$ cat config.mk
export PLATFORM = sky130hd
export DESIGN_NAME = pcileech_tlp_tx_arbiter
export DESIGN_NICKNAME = d
export VERILOG_FILES = /design/src/rtl/pcileech_tlp_tx_arbiter.sv
export SDC_FILE = /design/constraint.sdc
export NUM_CORES = 1
export LEC_CHECK = 0
export CAP_MARGIN = 20
export CORE_AREA = 3 3 199 201
export DETAILED_ROUTE_END_ITERATION = 16
export DIE_AREA = 0 0 202 204
export SYNTH_ARGS = -nofsm -noshare
export SYNTH_HDL_FRONTEND = slang
export SYNTH_SLANG_ARGS = --single-unit
export TNS_END_PERCENT = 20
$ cat constraint.sdc
create_clock -name clk -period 2.45 [get_ports clk]
set_clock_uncertainty 0.15 [all_clocks]
set_input_delay 0.49 -clock clk [delete_from_list [all_inputs] [get_ports clk]]
set_output_delay 0.49 -clock clk [all_outputs]
set_load 0.05 [all_outputs]
$ cat src/rtl/pcileech_tlp_tx_arbiter.sv
// Packet-granular round-robin arbiter for the 64-bit PCIe TX stream, with cfg-TX slot servicing.
// Optional build macro PCILEECH_TLP_ARB_PRIO0_EN gives source 0 strict priority at packet start.
module pcileech_tlp_tx_arbiter #(
    parameter int unsigned N_SRC   = 4,
    parameter int unsigned USER_W  = 22,
    parameter int unsigned MIN_BUF = 2,
    parameter int unsigned GID_W   = $clog2(N_SRC)
) (
    input  logic                    clk,
    input  logic                    rst_n,
    input  logic [N_SRC*64-1:0]     s_data,
    input  logic [N_SRC*8-1:0]      s_keep,
    input  logic [N_SRC-1:0]        s_last,
    input  logic [N_SRC*USER_W-1:0] s_user,
    input  logic [N_SRC-1:0]        s_valid,
    output logic [N_SRC-1:0]        s_ready,
    output logic [63:0]             m_data,
    output logic [7:0]              m_keep,
    output logic                    m_last,
    output logic [USER_W-1:0]       m_user,
    output logic                    m_valid,
    input  logic                    m_ready,
    input  logic [5:0]              tx_buf_av,
    input  logic                    tx_cfg_req,
    output logic                    tx_cfg_gnt,
    output logic [GID_W-1:0]        grant_id,
    output logic                    busy,
    output logic [15:0]             pkt_cnt
);

    typedef enum logic [1:0] {StIdle, StCfg, StBusy} state_e;

    state_e           state_q, state_d;
    logic [GID_W-1:0] grant_id_q, grant_id_d;
    logic [15:0]      pkt_cnt_q, pkt_cnt_d;
    logic [GID_W-1:0] winner;
    logic             win_found;
    int unsigned      idx;
    logic             pkt_done;

    // Search starts one past the last winner so every source gets a turn.
    always_comb begin
        winner    = grant_id_q;
        win_found = 1'b0;
        idx       = 0;
`ifdef PCILEECH_TLP_ARB_PRIO0_EN
        if (s_valid[0]) begin
            winner    = '0;
            win_found = 1'b1;
        end
`endif
        for (int unsigned k = 1; k <= N_SRC; k++) begin
            idx = (32'(grant_id_q) + k) % N_SRC;
`ifdef PCILEECH_TLP_ARB_PRIO0_EN
            if (!win_found && idx != 0 && s_valid[GID_W'(idx)]) begin
`else
            if (!win_found && s_valid[GID_W'(idx)]) begin
`endif
                winner    = GID_W'(idx);
                win_found = 1'b1;
            end
        end
    end

    assign m_data   = s_data[64*grant_id_q +: 64];
    assign m_keep   = s_keep[8*grant_id_q +: 8];
    assign m_last   = s_last[grant_id_q];
    assign m_user   = s_user[USER_W*grant_id_q +: USER_W];
    assign pkt_done = m_valid & m_ready & m_last;
    assign grant_id = grant_id_q;
    assign pkt_cnt  = pkt_cnt_q;

    always_ff @(posedge clk) begin
        if (!rst_n) begin
            state_q    <= StIdle;
            grant_id_q <= GID_W'(N_SRC - 1);
            pkt_cnt_q  <= '0;
        end else begin
            state_q    <= state_d;
            grant_id_q <= grant_id_d;
            pkt_cnt_q  <= pkt_cnt_d;
        end
    end

    // Credits are checked only at packet start; an in-flight packet is never aborted.
    always_comb begin
        state_d    = state_q;
        grant_id_d = grant_id_q;
        pkt_cnt_d  = pkt_cnt_q;
        unique case (state_q)
            StIdle: begin
                if (tx_cfg_req) begin
                    state_d = StCfg;
                end else if (win_found && tx_buf_av >= 6'(MIN_BUF)) begin
                    grant_id_d = winner;
                    state_d    = StBusy;
                end
            end
            StCfg: begin
                if (!tx_cfg_req) state_d = StIdle;
            end
            StBusy: begin
                if (pkt_done) begin
                    pkt_cnt_d = pkt_cnt_q + 16'd1;
                    state_d   = StIdle;
                end
            end
            default: state_d = StIdle;
        endcase
    end

    always_comb begin
        busy       = 1'b0;
        tx_cfg_gnt = 1'b0;
        m_valid    = 1'b0;
        s_ready    = '0;
        unique case (state_q)
            StCfg: tx_cfg_gnt = 1'b1;
            StBusy: begin
                busy                = 1'b1;
                m_valid             = s_valid[grant_id_q];
                s_ready[grant_id_q] = m_ready;
            end
            default: ;
        endcase
    end

endmodule

==> summary.txt <==
Power and ir drop
  – Peak VDD IR: 0.370 mV
  – Design Power: 5550 uW
  – P_leak: 0.00403 uW
  – Pwr Density: 520 nW/um^2

STA
  – Unrepaired setup endpoints after global routing: true
  – Final period util: 0.988
  – Min Tclk post-route: 2.42 ns
  – Actual slew at the worst max-slew pin: 0.534 ns
  – Worst hold margin: 0.314 ns
  – Endpoints failing setup: 0
  – Setup_tns: 0 ns
  – Final hold vios: 0
  – Fmax: 413 MHz
  – Final Max Tran Viols: 0
  – Worst slew margin: 0.643

Global routing
  – First-pass GRT wire length: 33.9 mm
  – Vias in the first global route: 5,205
  – Initial antenna violation count: 3
  – GRT Util Overall: 0.107
  – Largest net degree at the start of global routing: 45
  – Total gr overflow: 0

Yosys
  – FFs w/ async S/R, synth: 0
  – Synth Area in Simple Gates: 0.0970
  – Largest family of logic cells by synthesized area: multiplexers
  – Synthesized instance count: 249
  – EDFF count, synth: 0
  – Synthesized area: 3420 um^2
  – Multiplexer area fraction after synthesis: 0.658
  – Post-Syn Nets: 648
  – Seq/Total Area, Yosys: 0.117
  – Main synth FF type: dfxtp_1
  – Library cells used by synthesis: 37
  – YS warnings: 0
  – Post-synthesis compound-gate area fraction: 0.0264
  – Avg Cell Area, Syn: 13.7 um^2
  – Synth Area in XOR/XNOR: 0.0359
  – Register bit total from synthesis: 20
  – Synth Area in Adders: 0.0183

Placement
  – # port buffers: 512
  – Placed Cells: 1,269
  – GPL Wtd Cong: 0.859
  – HPWL after detailed placement: 20.4 mm

Die
  – I/O Pins: 514
  – Core area: 37,800 um^2
  – # rows: 71
  – Die width: 202 um
  – Die Y: 204 um
  – Total die area: 41,200 um^2
  – Initial Utilization: 0.0905

Status
  – Outcome: complete, no violations

Route
  – Vias: 4,750
  – Final wirelength: 23.6 mm
  – DR WL/cell: 18.3 um
  – Vias per cell: 3.68
  – DRC: 0
  – DRT antenna net count: 0
  – Initial DRC Count: 186
  – Initial DRT Pass Iterations: 4

Clock tree
  – H-tree Lvls: 1
  – Clock Sinks: 20
  – Hold buffer count at CTS: 0
  – CTS tree: done
  – Clk buf depth: 2
  – Clock Tree Root: clkbuf_16
  – Clock insertion delay at the later pin of the skew report: 0.26 ns
  – CTS buffer count: 3
  – Worst-path clk slew: 0.06 ns

Worst setup path
  – Critical-path cell list: buf_12 > buf_12 > clkbuf_16 > mux4_2 > buf_12
  – Most common cell on crit path: buf_12
  – Startpoint types: register
  – Max stage delay on crit path: 0.53 ns
  – CP Max Fanout: 8
  – Worst EP arrival: 1.78 ns
  – Worst-path cell with the longest stage delay: mux4_2
  – CP delay by family, top: buffers and inverters
  – Critical path type: reg2out
  – WP data required: 1.81 ns
  – Worst Setup End Kind: primary output
  – Buf/Inv on CP: 4

Layout
  – Layout area overhead: 212%
  – Nets: 1,178
  – Final core utilization: 0.283
  – Layout cells sized above 1: 0.326
  – Final cell count without fillers: 1,291

Run
  – Max Cap Violations: 0

Min path
  – Min-Delay Path Class: reg2reg
-- path summary, 6_finish.rpt --
check | startpoint | end | slack, ns | cells after the start
max | grant_id[0] | m_user[12] | 0.03 | 5
min reg2reg | state_q[1] | state_q[0] | 0.31 | 1
max reg2reg | grant_id[0] | grant_id[1] | 0.22 | 8
min | state_q[1] | state_q[0] | 0.31 | 1
-- layer usage --
metal,vias to the layer above,GRT usage,share of wire
li1,2155,-,-
met4,0,0.0197,0.012
met1,2325,0.133,0.39
met2,253,0.190,0.52
met3,17,0.0290,0.080
met5,-,0,0
-- worst register-to-register path, cell delays in order (launching register included) --
cell,delay (ns)
dfxtp_4,0.38
buf_4,0.15
buf_16,0.16
inv_1,0.08
ha_1,0.40
mux4_2,0.34
nor3_1,0.23
o21ai_0,0.11
o311ai_0,0.11
-- what timing repair did --
| item | 4_1_cts | 5_1_grt |
|---|---|---|
| pin swaps | 0 | 0 |
| hold endpoints to repair | 0 | 0 |
| cloned | 3 | 1 |
| buffers inserted | 6 | 6 |
| gates resized for setup | 6 | 7 |
| setup endpoints to repair | 32 | 27 |
-- through the flow --
stage | instance area [um^2] | setup slack (ns)
floorplan | 3450 | -0.0229
global placement | 10300 | 0.00135
detailed placement | 10300 | 0.00753
CTS | 10600 | -0.0146
global route | 10700 | -0.0162
finish | 10700 | 0.0283
-- cell families after synthesis --
kind of cell / Yosys count
compound gates: 15
xor+xnor: 14
fa+ha+maj: 5
buf+inv: 33
flops: 20
mux: 101
simple gates: 61
-- final cells by class --
class / count / area (um^2)
Fill cell: 3861 / 27100
Timing Repair Buffer: 553 / 6650
Multi-Input combinational cell: 196 / 2860
Tap cell: 511 / 639
Sequential cell: 20 / 408
Clock buffer: 4 / 100
Inverter: 5 / 18.8
Antenna cell: 2 / 5.00
-- registers in the layout, summed over array words and instances (netlist names) --
| signal | flops |
|---|---|
| pkt_cnt | 16 |
| grant_id | 2 |
| state_q | 2 |
-- cell usage in the layout, fill, tap and decap left out, types with 3 or more instances in the layout --
cell type | synthesis | routed
a21oi_1 | 3 | 3
and2_1 | 3 | 3
and3_1 | 6 | 6
buf_12 | 0 | 106
buf_16 | 0 | 5
buf_4 | 0 | 28
buf_6 | 3 | 3
clkbuf_16 | 0 | 5
clkdlybuf4s50_1 | 0 | 407
dfxtp_1 | 20 | 18
ha_1 | 5 | 5
inv_1 | 4 | 4
mux4_2 | 99 | 99
nand3_1 | 6 | 6
nand4_1 | 9 | 9
nor2_1 | 19 | 19
nor3_1 | 4 | 4
o21ai_0 | 7 | 7
xor2_1 | 12 | 12
-- synth_stat cells, types with 2 or more instances --
cell       n  share of area
mux4_2    99           0.65
dfxtp_1   20           0.12
nor2_1    19          0.021
xor2_1    12          0.031
buf_2     11          0.016
clkbuf_1  10          0.011
nand4_1    9          0.016
o21ai_0    7          0.010
and3_1     6          0.011
nand3_1    6         0.0088
ha_1       5          0.018
buf_1      4         0.0044
inv_1      4         0.0044
nor3_1     4         0.0059
a21oi_1    3         0.0044
and2_1     3         0.0055
buf_6      3         0.0099
nand2_1    2         0.0022
nor2b_1    2         0.0037
or3_1      2         0.0037
xnor2_1    2         0.0051
-- report_power, final --
part / internal [uW] / switching, uW
Combinational: 2600 / 2170
Clock: 283 / 134
Sequential: 337 / 30.8
Total: 3220 / 2340
No activity file was read; power rests on OpenSTA's default activity.
